--- config.mk ---
export PLATFORM = sky130hd
export DESIGN_NAME = line_access_arbiter
export DESIGN_NICKNAME = d
export VERILOG_FILES = /design/src/rtl/line_access_arbiter.sv
export SDC_FILE = /design/constraint.sdc
export NUM_CORES = 2
export LEC_CHECK = 0
export BUFFER_PORTS_ARGS = -buffer_cell sky130_fd_sc_hd__buf_2
export CAP_MARGIN = 20
export CORE_AREA = 5 5 556 558
export DETAILED_ROUTE_END_ITERATION = 16
export DIE_AREA = 0 0 561 563
export GPL_TIMING_DRIVEN = 0
export SYNTH_ARGS = -nofsm -noshare
export SYNTH_HDL_FRONTEND = slang
export SYNTH_SLANG_ARGS = --single-unit
--- constraint.sdc ---
create_clock -name Clk -period 2.4 [get_ports Clk]
set_input_delay 0.48 -clock Clk [delete_from_list [all_inputs] [get_ports Clk]]
set_output_delay 0.48 -clock Clk [all_outputs]
set_load 0.01 [all_outputs]
--- src/rtl/line_access_arbiter.sv ---
// Shares one AXI line-transfer engine between writeback, data fill and instruction fill.
// Picks a winner, latches its request, runs the engine handshake and returns data/done.
module line_access_arbiter #(
    parameter int unsigned ADDR_W       = 32,
    parameter int unsigned LINE_W       = 256,
    parameter int unsigned STARVE_LIMIT = 4
) (
    input  logic              Clk,
    input  logic              Reset,
    input  logic              WbReq,
    input  logic [ADDR_W-1:0] WbAddr,
    input  logic [LINE_W-1:0] WbData,
    output logic              WbDone,
    input  logic              DfReq,
    input  logic [ADDR_W-1:0] DfAddr,
    output logic [LINE_W-1:0] DfData,
    output logic              DfDone,
    input  logic              IfReq,
    input  logic [ADDR_W-1:0] IfAddr,
    output logic [LINE_W-1:0] IfData,
    output logic              IfDone,
    output logic [ADDR_W-1:0] AXIAddr,
    output logic [LINE_W-1:0] AXIData,
    output logic              AXIStartWrite,
    output logic              AXIStartRead,
    input  logic              AXICompleted,
    input  logic [LINE_W-1:0] AXIReadData,
    output logic [1:0]        GrantId,
    output logic              Busy
);
    localparam int unsigned CNT_W    = $clog2(STARVE_LIMIT + 1);
    localparam int unsigned LINE_OFS = 5;

    localparam logic [1:0] GNT_NONE = 2'd0;
    localparam logic [1:0] GNT_WB   = 2'd1;
    localparam logic [1:0] GNT_DF   = 2'd2;
    localparam logic [1:0] GNT_IF   = 2'd3;

    typedef enum logic [1:0] {S_IDLE, S_START, S_WAIT, S_RESP} state_t;

    state_t            state, state_nxt;
    logic [CNT_W-1:0]  starve_cnt, starve_nxt;
    logic [1:0]        grant_nxt;
    logic [ADDR_W-1:0] addr_nxt;
    logic [LINE_W-1:0] wdata_nxt, df_data_nxt, if_data_nxt;
    logic              start_wr_nxt, start_rd_nxt;
    logic              wb_done_nxt, df_done_nxt, if_done_nxt;
    logic              same_line, starved, if_forced;

    // A writeback to the line being fetched must land before the fill, even when If is starved.
    assign same_line = (WbAddr[ADDR_W-1:LINE_OFS] == IfAddr[ADDR_W-1:LINE_OFS]);
    assign starved   = (starve_cnt == CNT_W'(STARVE_LIMIT));
    assign if_forced = starved && IfReq && !(WbReq && same_line);

    always_ff @(posedge Clk) begin
        if (Reset) begin
            state         <= S_IDLE;
            starve_cnt    <= '0;
            GrantId       <= GNT_NONE;
            AXIAddr       <= '0;
            AXIData       <= '0;
            AXIStartWrite <= 1'b0;
            AXIStartRead  <= 1'b0;
            WbDone        <= 1'b0;
            DfDone        <= 1'b0;
            IfDone        <= 1'b0;
            DfData        <= '0;
            IfData        <= '0;
            Busy          <= 1'b0;
        end else begin
            state         <= state_nxt;
            starve_cnt    <= starve_nxt;
            GrantId       <= grant_nxt;
            AXIAddr       <= addr_nxt;
            AXIData       <= wdata_nxt;
            AXIStartWrite <= start_wr_nxt;
            AXIStartRead  <= start_rd_nxt;
            WbDone        <= wb_done_nxt;
            DfDone        <= df_done_nxt;
            IfDone        <= if_done_nxt;
            DfData        <= df_data_nxt;
            IfData        <= if_data_nxt;
            Busy          <= (state_nxt != S_IDLE);
        end
    end

    always_comb begin
        state_nxt    = state;
        starve_nxt   = starve_cnt;
        grant_nxt    = GrantId;
        addr_nxt     = AXIAddr;
        wdata_nxt    = AXIData;
        df_data_nxt  = DfData;
        if_data_nxt  = IfData;
        start_wr_nxt = 1'b0;
        start_rd_nxt = 1'b0;
        wb_done_nxt  = 1'b0;
        df_done_nxt  = 1'b0;
        if_done_nxt  = 1'b0;

        case (state)
            S_IDLE: begin
                if (if_forced)  grant_nxt = GNT_IF;
                else if (WbReq) grant_nxt = GNT_WB;
                else if (DfReq) grant_nxt = GNT_DF;
                else if (IfReq) grant_nxt = GNT_IF;
                else            grant_nxt = GNT_NONE;

                if (!IfReq || grant_nxt == GNT_IF) begin
                    starve_nxt = '0;
                end else if (grant_nxt != GNT_NONE && !starved) begin
                    starve_nxt = starve_cnt + CNT_W'(1);
                end

                case (grant_nxt)
                    GNT_WB: begin
                        addr_nxt     = WbAddr;
                        wdata_nxt    = WbData;
                        start_wr_nxt = 1'b1;
                    end
                    GNT_DF: begin
                        addr_nxt     = DfAddr;
                        start_rd_nxt = 1'b1;
                    end
                    GNT_IF: begin
                        addr_nxt     = IfAddr;
                        start_rd_nxt = 1'b1;
                    end
                    default: ;
                endcase

                if (grant_nxt != GNT_NONE) state_nxt = S_START;
            end
            S_START: state_nxt = S_WAIT;
            S_WAIT: begin
                if (AXICompleted) begin
                    state_nxt = S_RESP;
                    case (GrantId)
                        GNT_WB: wb_done_nxt = 1'b1;
                        GNT_DF: begin
                            df_data_nxt = AXIReadData;
                            df_done_nxt = 1'b1;
                        end
                        GNT_IF: begin
                            if_data_nxt = AXIReadData;
                            if_done_nxt = 1'b1;
                        end
                        default: ;
                    endcase
                end
            end
            S_RESP: begin
                state_nxt = S_IDLE;
                grant_nxt = GNT_NONE;
            end
            default: state_nxt = S_IDLE;
        endcase
    end
endmodule

Word level (Yosys, flattened, before mapping)
Cells that the tools add are included.

word-level totals
  bits in registers = 813
  latch bits = 0
  bits in writable memories = 0
  memory bits (read-only) = 0
  input port bits = 614
  output and inout port bits = 808
  memories = 0

cells by class
  $add $sub $neg = 1
  multipliers = 0
  div/mod/pow operators = 0
  order comparisons = 0
  equality and inequality tests = 11
  shifts and indexed selects = 0
  mux-type cells = 17
  bitwise gates (word level) = 3
  reductions and logical operators = 22

operators with widths
  kind                                                 number
  one-hot mux 32 bit (3 select lines)                  1
  equality test 27 bit                                 1
  2-to-1 mux 2 bit                                     7
  equality test 2 bit, second input constant           6
  one-hot mux 2 bit (4 select lines)                   1
  nonzero test 2 bit                                   4
  equality test 2 x 1 -> 1 bit, second input constant  3
  2-to-1 mux 3 bit                                     2
  AND reduction 2 bit                                  3
  AND reduction 3 bit                                  2
  2-to-1 mux 1 bit                                     5
  logical AND 1 bit                                    4
  one-hot mux 2 bit (2 select lines)                   1
  OR reduction 2 bit                                   2
  adder 3 x 1 -> 3 bit, second input constant          1
  equality test 3 bit, second input constant           1
  zero test 1 bit                                      3
  inverter 1 bit                                       3
  nonzero test 3 bit                                   1
  OR reduction 3 bit                                   1
  zero test 2 bit                                      1
  logical OR 1 bit                                     1

Logic depth before layout (Yosys ltp)
  depth in word-level cells = 10
  gate-level depth with buffers = 10
  mapped depth without buffers = 7

Worst setup path before layout
Ideal clock, no wire load.

  path kind = input to register
  start point = in IfAddr[31]
  end point = reg AXIData[225]
  library setup time = 0.072 ns
  arrival = 2.122 ns
  data required time = 2.328 ns
  setup slack = 0.206 ns
  stages on the path = 10
  buffers on the path = 4
  cell sequence = xnor2_1 > nand4_1 > nor4_2 > a31o_1 > buf_4 > and3_1 > buf_6 > buf_6 > buf_8 > mux2i_1

between the ends
  cells in the longest elaborated chain, start to end = 8

ends and longest elaborated chain
  what                                  RTL line  source
  start: declaration                    19        input logic [ADDR_W-1:0] IfAddr,
  equality test 27 bit                  51        assign same_line = (WbAddr[ADDR_W-1:LINE_OFS] == IfAddr[ADDR_W-1:LINE_OFS]);
  logical AND 1 bit                     53        assign if_forced = starved && IfReq && !(WbReq && same_line);
  zero test 1 bit                       53
  logical AND 1 bit                     53
  2-to-1 mux 2 bit                      103       if (if_forced) grant_nxt = GNT_IF;
  2-to-1 mux 2 bit                      101       case (state)
  equality test 2 x 1 -> 1 bit          115       case (grant_nxt)
  AND reduction 2 bit (no source line)  --
  end signal: assignment                75        AXIData <= wdata_nxt;
  end: declaration                      23        output logic [LINE_W-1:0] AXIData,

Every way passes these cells. The select of a mux whose other input is x is not followed.
A chain may end at the register's enable or synchronous reset.

Worst setup path in the final report
  start point = in IfAddr[29]
  end point = reg AXIData[134]

The elaborated chain is that of the path after synthesis.

==> flow_summary.yaml <==
floorplanning:
  die_h_um: 563
  dieArea_um2: 316000
  dieWidth_um: 561
  io_pins: 1422
  core-area_um2: 304000
  placementRows: 203
  start_util: 0.103
grt:
  antenna_found_initial: 100
  grt_max_degree: 17
  grt_pass1_wl_um: 339000
  grt_pass1_vias: 34500
  gr-total-overflow: 0
  grt.total_usage: 0.160
timing:
  fin_skew_ns: 0.0561
  worstMarginPinSlew_ns: 1.10
  period_share: 1.03
  fin_ws_ns: -0.0647
  finalHoldViolCount: 0
  rsz0062_at_grt: "true"
  relSlewSlack: 0.270
  clock.fmax_mhz: 406
  period_minus_slack_ns: 2.46
  setup_violations: 131
  drv_slew: 0
  tns_ns: -2.23
finish:
  layout-drive-gt1-share: 0.302
  final_util: 0.174
  syn_to_final_growth_pct: 68.1
  fin_nets: 6294
pwr:
  leakage_nw: 21.8
  p_per_area_nw_per_um2: 796
  ir_worst_vdd_mv: 0.512
synthesis:
  synth_area_per_cell_um2: 8.67
  seq_area_frac_synth: 0.518
  ys_ff_latch: 813
  synth_area_um2: 31400
  ys_warn_count: 0
  synthCells: 3626
  syn_nets: 4245
  synth_cell_types: 40
placement:
  dp_hpwl_um: 232000
  place_congestion: 0.990
  io_buffers: 1419
min_path:
  hp-start: "AXIReadData[175]"
  hold_end: "DfData[175]$_SDFFE_PP0P_"
  min_path_cells: 3
  hold_path.class: "in2reg"
critical_path:
  slowest_stage: "nor4_4"
  cp_common_cell: "buf_12"
  path_buf_inv: 5
  startpoint_type: "input port"
  worstPathArrival_ns: 3.21
  worst-setup-path-type: "in2reg"
  cp_cell_sequence: "buf_2 -> xnor2_1 -> nand4_1 -> nor4_4 -> a31o_1 -> buf_4 -> and3_2 -> buf_12 -> buf_12 -> buf_12 -> mux2i_1"
  reg2reg_to: "IfData[250]$_SDFFE_PP0P_"
  crit_path_end_kind: "flip-flop"
  required_ns: 3.14
  r2r_cells: 7
  critical_path.top_delay_family: "simple AND/OR/NAND/NOR gates"
  reg2reg_setup_slack_ns: 0.06
  slowest_delay_ns: 0.47
  r2r-start: "state[0]$_SDFF_PP0_"
  crit_fanout: 10
route:
  drc: 0
  drt_iter0_markers: 2405
  wl_um: 268000
  vias: 34900
  viasPerCell: 3.56
  wl_per_cell_um: 27.3
  final_antenna_net_count: 0
  dr.pass1.iters: 5
clock_tree:
  cts.clk_slew.worst_paths_ns: 0.06
  insertion_delay_ns: 0.84
  htreeDepth: 3
  cts_buffers: 104
  clock_sinks: 813
  cts_max_path_buffers: 4
  clock-root-buffer: "clkbuf_16"
  cts_tree: "yes"
status:
  status: "complete, but fails checks"
  violations: "setup timing"
job:
  drv_cap: 0
[flip-flops by register name, indices dropped and copies added, names as in the netlist]
name and flops:
IfData 256, DfData 256, state 2, Busy 1
DfDone 1, AXIStartWrite 1, GrantId 2, AXIAddr 32
IfDone 1, AXIStartRead 1, WbDone 1, AXIData 256
starve_cnt 3
[power by group]
part	internal, mW	leakage [nW]	total [mW]	switching [mW]
Combinational	4.05	13.5	9.83	5.78
Sequential	14.8	6.60	15.5	0.762
Clock	9.82	1.73	16.7	6.87
[what timing repair did]
action | in CTS | in global routing
endpoints found under the setup margin | 511 | 372
resized for setup | 63 | 105
gates cloned | 0 | 1
hold endpoints to repair | 746 | 0
buffers inserted | 3 | 0
hold buffers | 512 | 0
pin swaps | 3 | 2
[cell type report]
type                    count  area (µm²)
plain buffers             280        1640
multi-input cells        2523       13800
clock buffers             144        2920
diodes                     42         105
repair buffers           1946       12500
inverters                   7        26.3
clock inverters            44         623
flip-flops and latches    813       16300
fillers                 34300      251000
well taps                3997        5000
[metrics by stage]
step / setup WS (ns) / power, mW / instances / hold slack [ns] / instance area (µm²)
4_1_cts: 0.00318 / 42.4 / 9754 / 0.000252 / 52600
6_report: -0.0647 / 42.1 / 9796 / 0.0711 / 52900
5_1_grt: -0.00283 / 43.6 / 9767 / 0.0238 / 52800
3_3_place_gp: -3.10 / 24.6 / 9042 / 0.439 / 43500
2_1_floorplan: 0.206 / 20.2 / 3626 / 0.464 / 31400
3_5_place_dp: -1.19 / 24.7 / 9053 / 0.443 / 43700
[layer usage]
metal  up-vias  share of wire  GRT usage
li1      16000              -          -
met1     16400           0.35      0.166
met2      1922           0.46      0.266
met3       516           0.14     0.0900
met4        56          0.056     0.0716
met5         -         0.0014          0
[worst max-delay path by stage]
stage / from / to / slack (ns) / cells after the start
detailed placement: Reset / DfData[21]$_SDFFE_PP0P_ / -1.19 / 5
CTS: state[0]$_SDFF_PP0_ / DfData[33]$_SDFFE_PP0P_ / 0.003 / 9
global route: state[0]$_SDFF_PP0_ / DfData[109]$_SDFFE_PP0P_ / -0.003 / 9
finish: IfAddr[29] / AXIData[134]$_SDFFE_PP0P_ / -0.06 / 11
floorplan: IfAddr[31] / AXIData[225]$_SDFFE_PP0P_ / 0.21 / 10
global placement: GrantId[1]$_SDFFE_PP0P_ / DfData[10]$_SDFFE_PP0P_ / -3.10 / 6
[synthesized netlist by cell type]
library cell | n | share of area
a211o_1 | 1 | 0.00028
a211oi_1 | 2 | 0.00048
a21oi_1 | 516 | 0.082
a221oi_1 | 32 | 0.0089
a22o_1 | 33 | 0.0092
a31o_1 | 1 | 0.00028
a41oi_1 | 2 | 0.00056
and2_1 | 1 | 0.00020
and3_1 | 2 | 0.00040
buf_1 | 6 | 0.00072
buf_12 | 22 | 0.014
buf_4 | 3 | 0.00072
buf_6 | 2 | 0.00072
buf_8 | 3 | 0.0014
clkbuf_1 | 247 | 0.029
dfxtp_1 | 813 | 0.52
ha_1 | 5 | 0.0020
inv_1 | 7 | 0.00084
mux2i_1 | 256 | 0.081
nand2_1 | 1026 | 0.12
nand2b_1 | 512 | 0.10
nand3_1 | 3 | 0.00048
nand3b_1 | 1 | 0.00024
nand4_1 | 7 | 0.0014
nor2_1 | 43 | 0.0051
nor2b_1 | 3 | 0.00060
nor3_1 | 37 | 0.0059
nor4_1 | 1 | 0.00020
nor4_2 | 1 | 0.00040
nor4b_1 | 1 | 0.00028
o21a_1 | 1 | 0.00024
o21ai_1 | 1 | 0.00016
o21bai_1 | 1 | 0.00024
o31a_1 | 1 | 0.00028
o31ai_1 | 1 | 0.00024
or2_1 | 1 | 0.00020
or2_2 | 2 | 0.00040
or3_1 | 2 | 0.00040
xnor2_1 | 23 | 0.0064
xor2_1 | 4 | 0.0011
[logic make-up (layout without fill, tap and decap cells)]
family | count (synthesis) | count (layout) | synth area share
XOR/XNOR | 27 | 27 | 0.00752
AND/OR/NAND/NOR | 1643 | 1643 | 0.241
buffers and inverters | 290 | 2421 | 0.0479
flip-flops | 813 | 813 | 0.518
adder cells (fa/ha/maj) | 5 | 5 | 0.00199
AO/OA/AOI/OAI | 592 | 592 | 0.103
multiplexers | 256 | 256 | 0.0815
other | 0 | 42 | 0
[worst reg2reg max path: cells and delay by family, from the launching register on]
family | cells | cell delay, ns
buffers and inverters | 3 | 1.14
flip-flops | 1 | 0.35
AND/OR/NAND/NOR | 2 | 0.30
adder cells (fa/ha/maj) | 1 | 0.25
AO/OA/AOI/OAI | 1 | 0.18
[layout by cell type (no fill, tap or decap), drive strengths merged, types with 5 or more instances in the layout]
master,n
nor2,43
nand4,7
a221oi,32
dlygate4sd3,510
diode,42
nand2b,512
nor3,37
buf,1473
dfxtp,813
ha,5
xnor2,23
clkinv,23
bufinv,12
a21oi,516
clkbuf,384
clkinvlp,5
mux2i,256
a22o,33
nand2,1026
inv,11
Power figures use the tool's default switching activity.
